$ cat config.mk
export PLATFORM = sky130hd
export DESIGN_NAME = muldiv_seq
export DESIGN_NICKNAME = d
export VERILOG_FILES = /design/src/rtl/muldiv_pkg.sv /design/src/rtl/muldiv_step.sv /design/src/rtl/muldiv_seq.sv
export SDC_FILE = /design/constraint.sdc
export NUM_CORES = 1
export LEC_CHECK = 0
export CORE_MARGIN = 2
export CORE_UTILIZATION = 60
export DETAILED_ROUTE_END_ITERATION = 7
export PLACE_DENSITY = 0.82
export SLEW_MARGIN = 10
export SYNTH_ARGS = -nofsm -noshare
export SYNTH_HDL_FRONTEND = slang
export SYNTH_HIERARCHICAL = 1
export SYNTH_SLANG_ARGS = --single-unit
$ cat constraint.sdc
create_clock -name clk -period 6.4 [get_ports clk]
set_clock_uncertainty 0.2 [all_clocks]
set_input_delay 1.92 -clock clk [delete_from_list [all_inputs] [get_ports clk]]
set_output_delay 1.92 -clock clk [all_outputs]
set_load 0.005 [all_outputs]
$ cat src/rtl/muldiv_pkg.sv
// Shared definitions for the iterative multiply/divide unit: op encodings,
// FSM states and the decode mapping from the R-type Funct field.
package muldiv_pkg;

    localparam logic [1:0] MD_MULT  = 2'b00;
    localparam logic [1:0] MD_MULTU = 2'b01;
    localparam logic [1:0] MD_DIV   = 2'b10;
    localparam logic [1:0] MD_DIVU  = 2'b11;

    localparam logic [5:0] FUNCT_MULT  = 6'h18;
    localparam logic [5:0] FUNCT_MULTU = 6'h19;
    localparam logic [5:0] FUNCT_DIV   = 6'h1A;
    localparam logic [5:0] FUNCT_DIVU  = 6'h1B;

    typedef enum logic [1:0] {
        ST_IDLE,
        ST_RUN,
        ST_FIX
    } md_state_t;

    function automatic logic [1:0] funct_to_op(input logic [5:0] funct);
        case (funct)
            FUNCT_MULT:  return MD_MULT;
            FUNCT_MULTU: return MD_MULTU;
            FUNCT_DIV:   return MD_DIV;
            FUNCT_DIVU:  return MD_DIVU;
            default:     return MD_MULT;
        endcase
    endfunction

endpackage

$ cat src/rtl/muldiv_step.sv
// One radix-2 iteration: shift-add for multiply, restoring shift-subtract
// for divide. The quotient bit is reported separately; the LSB of next_acc is 0 in divide mode.
module muldiv_step #(
    parameter int WIDTH = 32
) (
    input  logic               div_mode,
    input  logic [2*WIDTH-1:0] acc,
    input  logic [WIDTH-1:0]   operand,
    output logic [2*WIDTH-1:0] next_acc,
    output logic               q_bit
);

    logic [WIDTH:0] sum;
    logic [WIDTH:0] rem_shift;
    logic [WIDTH:0] diff;

    // Divide: acc = {partial remainder, remaining dividend bits}; a clear top
    // bit of diff means the shifted remainder covered the divisor.
    always_comb begin
        sum       = {1'b0, acc[2*WIDTH-1:WIDTH]} + {1'b0, operand};
        rem_shift = acc[2*WIDTH-1:WIDTH-1];
        diff      = rem_shift - {1'b0, operand};
        next_acc  = '0;
        q_bit     = 1'b0;
        if (div_mode) begin
            if (!diff[WIDTH]) begin
                next_acc = {diff[WIDTH-1:0], acc[WIDTH-2:0], 1'b0};
                q_bit    = 1'b1;
            end else begin
                next_acc = {rem_shift[WIDTH-1:0], acc[WIDTH-2:0], 1'b0};
            end
        end else if (acc[0]) begin
            next_acc = {sum, acc[WIDTH-1:1]};
        end else begin
            next_acc = {1'b0, acc[2*WIDTH-1:1]};
        end
    end

endmodule

$ cat src/rtl/muldiv_seq.sv
// Iterative MULT/MULTU/DIV/DIVU unit holding the HI/LO registers, with a
// start/busy/done handshake so the control unit can stall while it runs.
module muldiv_seq
    import muldiv_pkg::*;
#(
    parameter int WIDTH = 32
) (
    input  logic             clk,
    input  logic             rst_n,
    input  logic             start,
    input  logic             flush,
    input  logic [1:0]       op,
    input  logic [WIDTH-1:0] a,
    input  logic [WIDTH-1:0] b,
    output logic             busy,
    output logic             done,
    output logic [WIDTH-1:0] hi,
    output logic [WIDTH-1:0] lo,
    output logic             div_by_zero
);

    localparam int CNT_W = $clog2(WIDTH + 1);

    md_state_t          state, next_state;
    logic [CNT_W-1:0]   cnt;
    logic [2*WIDTH-1:0] acc;
    logic [2*WIDTH-1:0] step_acc;
    logic [2*WIDTH-1:0] fix_prod;
    logic [WIDTH-1:0]   opnd;
    logic [WIDTH-1:0]   mag_a;
    logic [WIDTH-1:0]   mag_b;
    logic [WIDTH-1:0]   fix_hi;
    logic [WIDTH-1:0]   fix_lo;
    logic               op_div;
    logic               neg_q;
    logic               neg_r;
    logic               zero_div;
    logic               q_bit;
    logic               in_div;
    logic               in_signed;
    logic               a_neg;
    logic               b_neg;
    logic               b_zero;
    logic               accept;

    assign in_div    = (op == MD_DIV) || (op == MD_DIVU);
    assign in_signed = (op == MD_MULT) || (op == MD_DIV);
    assign a_neg     = in_signed && a[WIDTH-1];
    assign b_neg     = in_signed && b[WIDTH-1];
    assign mag_a     = a_neg ? -a : a;
    assign mag_b     = b_neg ? -b : b;
    assign b_zero    = (b == '0);
    assign accept    = (state == ST_IDLE) && start && !flush;
    assign busy      = (state != ST_IDLE);

    muldiv_step #(.WIDTH(WIDTH)) u_step (
        .div_mode (op_div),
        .acc      (acc),
        .operand  (opnd),
        .next_acc (step_acc),
        .q_bit    (q_bit)
    );

    always_comb begin
        fix_prod = neg_q ? -acc : acc;
        fix_lo   = neg_q ? -acc[WIDTH-1:0] : acc[WIDTH-1:0];
        fix_hi   = neg_r ? -acc[2*WIDTH-1:WIDTH] : acc[2*WIDTH-1:WIDTH];
    end

    always_comb begin
        next_state = state;
        case (state)
            ST_IDLE: begin
                if (accept) next_state = (in_div && b_zero) ? ST_FIX : ST_RUN;
            end
            ST_RUN: begin
                if (flush)                             next_state = ST_IDLE;
                else if (cnt == CNT_W'(WIDTH - 1))     next_state = ST_FIX;
            end
            ST_FIX:  next_state = ST_IDLE;
            default: next_state = ST_IDLE;
        endcase
    end

    always_ff @(posedge clk or negedge rst_n) begin
        if (!rst_n) state <= ST_IDLE;
        else        state <= next_state;
    end

    // On a divide by zero the operand register keeps the raw dividend,
    // since no iterations run and FIX returns it unchanged in hi.
    always_ff @(posedge clk or negedge rst_n) begin
        if (!rst_n) begin
            cnt         <= '0;
            acc         <= '0;
            opnd        <= '0;
            op_div      <= 1'b0;
            neg_q       <= 1'b0;
            neg_r       <= 1'b0;
            zero_div    <= 1'b0;
            hi          <= '0;
            lo          <= '0;
            done        <= 1'b0;
            div_by_zero <= 1'b0;
        end else begin
            done <= 1'b0;
            case (state)
                ST_IDLE: begin
                    if (accept) begin
                        cnt         <= '0;
                        div_by_zero <= 1'b0;
                        op_div      <= in_div;
                        neg_q       <= a_neg ^ b_neg;
                        neg_r       <= a_neg;
                        zero_div    <= in_div && b_zero;
                        if (in_div) begin
                            acc  <= {{WIDTH{1'b0}}, mag_a};
                            opnd <= b_zero ? a : mag_b;
                        end else begin
                            acc  <= {{WIDTH{1'b0}}, mag_b};
                            opnd <= mag_a;
                        end
                    end
                end
                ST_RUN: begin
                    if (!flush) begin
                        acc <= step_acc | {{(2*WIDTH-1){1'b0}}, q_bit};
                        cnt <= cnt + 1'b1;
                    end
                end
                ST_FIX: begin
                    if (!flush) begin
                        done <= 1'b1;
                        if (zero_div) begin
                            hi          <= opnd;
                            lo          <= '1;
                            div_by_zero <= 1'b1;
                        end else if (op_div) begin
                            hi <= fix_hi;
                            lo <= fix_lo;
                        end else begin
                            {hi, lo} <= fix_prod;
                        end
                    end
                end
                default: ;
            endcase
        end
    end

endmodule
==> metrics.csv <==
stage;metric;value;unit
run_status;status;complete, no violations;
logic_synthesis;synth-seq-cells;174;
detailed_routing;drc;0;
critical_path;endpoint_kind;flop;
timing;max_slew_margin;24.5;%
critical_path;cpMostUsedCell;a21oi_1;
place;dp_hpwl;41200;um
power_and_ir_drop;power_density;489;nW/um^2
detailed_routing;wl;56300;um
critical_path;crit_path_cell_trace;inv_1 -> ha_1 -> fa_1 -> nand2b_1 -> a21o_1 -> a21oi_1 -> a21o_2 -> a31oi_1 -> o21a_1 -> o31ai_4 -> xor2_4 -> buf_4 -> mux2_2 -> a21oi_1 -> nand2_1 -> o21ai_0;
logic_synthesis;netlist_area;15900;sq um
logic_synthesis;yosysTopAreaCellShare;27.4;%
logic_synthesis;yosysUniqueCellTypes;94;
power_and_ir_drop;leakage;7.50;nW
detailed_routing;ant_nets;0;
logic_synthesis;synthFlopType;dfrtp_1;
timing;max_slew.worst_pin.slew;1130;ps
clock_network;ctsRootBufferMaster;clkbuf_16;
floorplanning;die_w;167;um
place;place.gp.congestion;1.04;
clock_network;numCtsBuffers;17;
clock_network;h-tree-depth;4;
timing;finalCritPeriodShare;76.7;%
timing;slew_violations;0;
cells_and_area;nets;2164;
hold_path;hold_path_end;hi[23];
logic_synthesis;synth_top_cell_by_area;dfrtp_1;
clock_network;clkTransAtPathRegs;80;ps
detailed_routing;drt-initial-drc-count;2219;
clock_network;worstSkewPairLatency;450;ps
timing;whs;297;ps
timing;final-hold-violation-count;0;
floorplanning;start_util;60.9;%
flow_run;cap_violations;0;
clock_network;cts_buffer_depth;2;
cells_and_area;utilization;69.1;%
critical_path;arrival;5050;ps
place;portBuffers;136;
timing;finalSetupTns;0;ps
critical_path;critPathLaunchType;flop;
global_route;grt-ovfl-total;0;
hold_path;whs_path_depth;2;
critical_path;reg2reg_depth;16;
logic_synthesis;ys_seq_area_share;27.4;%
logic_synthesis;yosys_warnings;6;
critical_path;timing.rr.start;acc[31];
global_route;grt_antenna_before_repair;2;
logic_synthesis;synth_area_leaders;dfrtp_1 (27%), a21oi_1 (6.4%), ha_1 (5.4%);
floorplanning;core;26100;sq um
critical_path;worst-path-buf-inv;2;
timing;rsz0062_at_grt;no;
timing;post-route-min-period;4910;ps
logic_synthesis;synth-edff-count;0;
critical_path;critical-path-slowest-cell;dfrtp_1;
clock_network;tritoncts;built;
clock_network;clock_sinks;174;
logic_synthesis;async_reset_ff_share;100;%
detailed_routing;drt_pass1_iterations;6;
logic_synthesis;synth_cells;1970;
timing;layout_setup_ws;1490;ps
global_route;grt_pass1_wl;87100;um
critical_path;critPathTopFamily;compound AO/OA/AOI/OAI gates;
clock_network;cts.repair.resized;0;
global_route;grt_pass1_vias;15000;
power_and_ir_drop;ir_worst_vdd;0.684;mV
cells_and_area;area_delta_synth_final;13.4;%
logic_synthesis;synth_commonest_cells;a21oi_1 (203), dfrtp_1 (174), nand2_1 (154);
cells_and_area;layout-drive-gt1-share;7.02;%
hold_path;min_path_type;flop to flop;
timing;fmax;0.204;GHz
critical_path;r2r_slack;1490;ps
detailed_routing;routedWlPerCell;23.7;um
floorplanning;rows;59;
detailed_routing;dr_total_vias;16500;
critical_path;crit_path_max_fanout;35;
clock_network;hold_buffers;0;
critical_path;r2r_end;acc[32];
floorplanning;die_h;167;um
floorplanning;io_pins;137;
logic_synthesis;syn_avg_cell_area;8.06;sq um
timing;setup_violations;0;
critical_path;crit_required;6550;ps
logic_synthesis;synth_nets;2111;
global_route;grtUsageTotal;39.3;%
critical_path;crit_type;flop to flop;
global_route;grt_max_degree;109;
place;pre_cts_ws;1240;ps
logic_synthesis;synth.most_common_cell;a21oi_1;
floorplanning;die-area;27800;sq um
clock_network;post_cts_buffers;0;
critical_path;slowest_delay;620;ps
hold_path;min_from;hi[23];
detailed_routing;via_per_inst;6.94;
[layout make-up]
cell class                      instances  area (sq um)
Clock inverter                         15           206
Inverter                               59           221
Clock buffer                           17           425
Tap cell                              335           419
Antenna cell                            2          5.00
Multi-Input combinational cell       1608         10800
Sequential cell                       174          4360
Timing Repair Buffer                  163          1580
Fill cell                            2198          8040
[report_power, final]
part           switching, mW  internal (mW)
registers              0.905           1.53
logic                   2.89           2.37
clock network          0.580          0.541
[worst register-to-register path, delay by kind of cell, from the launching register on]
| family | cells | cell delay, ps |
|---|---|---|
| AO/OA/AOI/OAI | 8 | 1780 |
| XOR/XNOR | 1 | 160 |
| flip-flops | 1 | 620 |
| adder cells (fa/ha/maj) | 2 | 690 |
| AND/OR/NAND/NOR | 2 | 270 |
| buffers and inverters | 2 | 660 |
| multiplexers | 1 | 450 |
[cell families (layout without fill, tap and decap cells)]
group / count (synthesis) / after routing / share of synthesized area, %
AO/OA/AOI/OAI: 662 / 662 / 27.5
AND/OR/NAND/NOR: 631 / 631 / 20.2
buffers and inverters: 188 / 254 / 4.76
flip-flops: 174 / 174 / 27.4
XOR/XNOR: 164 / 164 / 9.16
multiplexers: 80 / 80 / 5.30
adder cells (fa/ha/maj): 71 / 71 / 5.69
other: 0 / 2 / 0
[state kept, by name, indices dropped and copies added (netlist names)]
name and flops:
neg_q 1, acc 64, zero_div 1, op_div 1
opnd 32, lo 32, div_by_zero 1, state 2
hi 32, done 1, neg_r 1, cnt 6
[per-layer routing]
layer | vias up | global-route usage [%] | wire length, um
li1 | 7446 | - | -
met1 | 7816 | 55.4 | 23600
met2 | 1033 | 56.5 | 23400
met3 | 169 | 11.8 | 6730
met4 | 2 | 15.0 | 2420
met5 | - | 2.61 | 101
[stage by stage]
stage	instances	total power, mW	instance area [sq um]
detailed placement	2339	7.49	17400
floorplan	1970	5.80	15900
finish	2373	8.82	18000
global route	2371	9.36	18000
CTS	2371	8.63	18000
global placement	2339	7.35	17400
[cells in the final DEF, fill, tap and decap left out, drive strengths merged, types with 18 or more instances in the layout]
master	Yosys	routed
a21oi	204	204
dfrtp	174	174
nand2	155	155
nor2	147	147
clkdlybuf4s50	0	135
o21ai	116	116
xor2	86	86
xnor2	78	78
ha	69	69
inv	59	65
nand3	53	53
mux2i	47	47
a31oi	43	43
a211oi	41	41
nor3	41	41
a21o	36	36
nor2b	35	35
and3	34	34
o31ai	34	34
a22o	33	33
mux2	33	33
buf	18	28
nor4	26	26
nand2b	23	23
nand4	22	22
or3	21	21
o41ai	21	21
o211ai	20	20
or4	18	18
[how the worst max path moves through the flow]
stage	slack, ps	startpoint	cells past startpoint	endpoint
after floorplan	1930	b[18]	9	opnd[21]
after global routing	1330	acc[31]	16	acc[32]
final	1490	acc[31]	16	acc[32]
after CTS	1650	acc[31]	16	acc[32]
after detailed placement	1240	b[18]	8	opnd[18]
after global placement	1310	a[9]	7	opnd[31]
No activity file was read; power rests on OpenSTA's default activity.
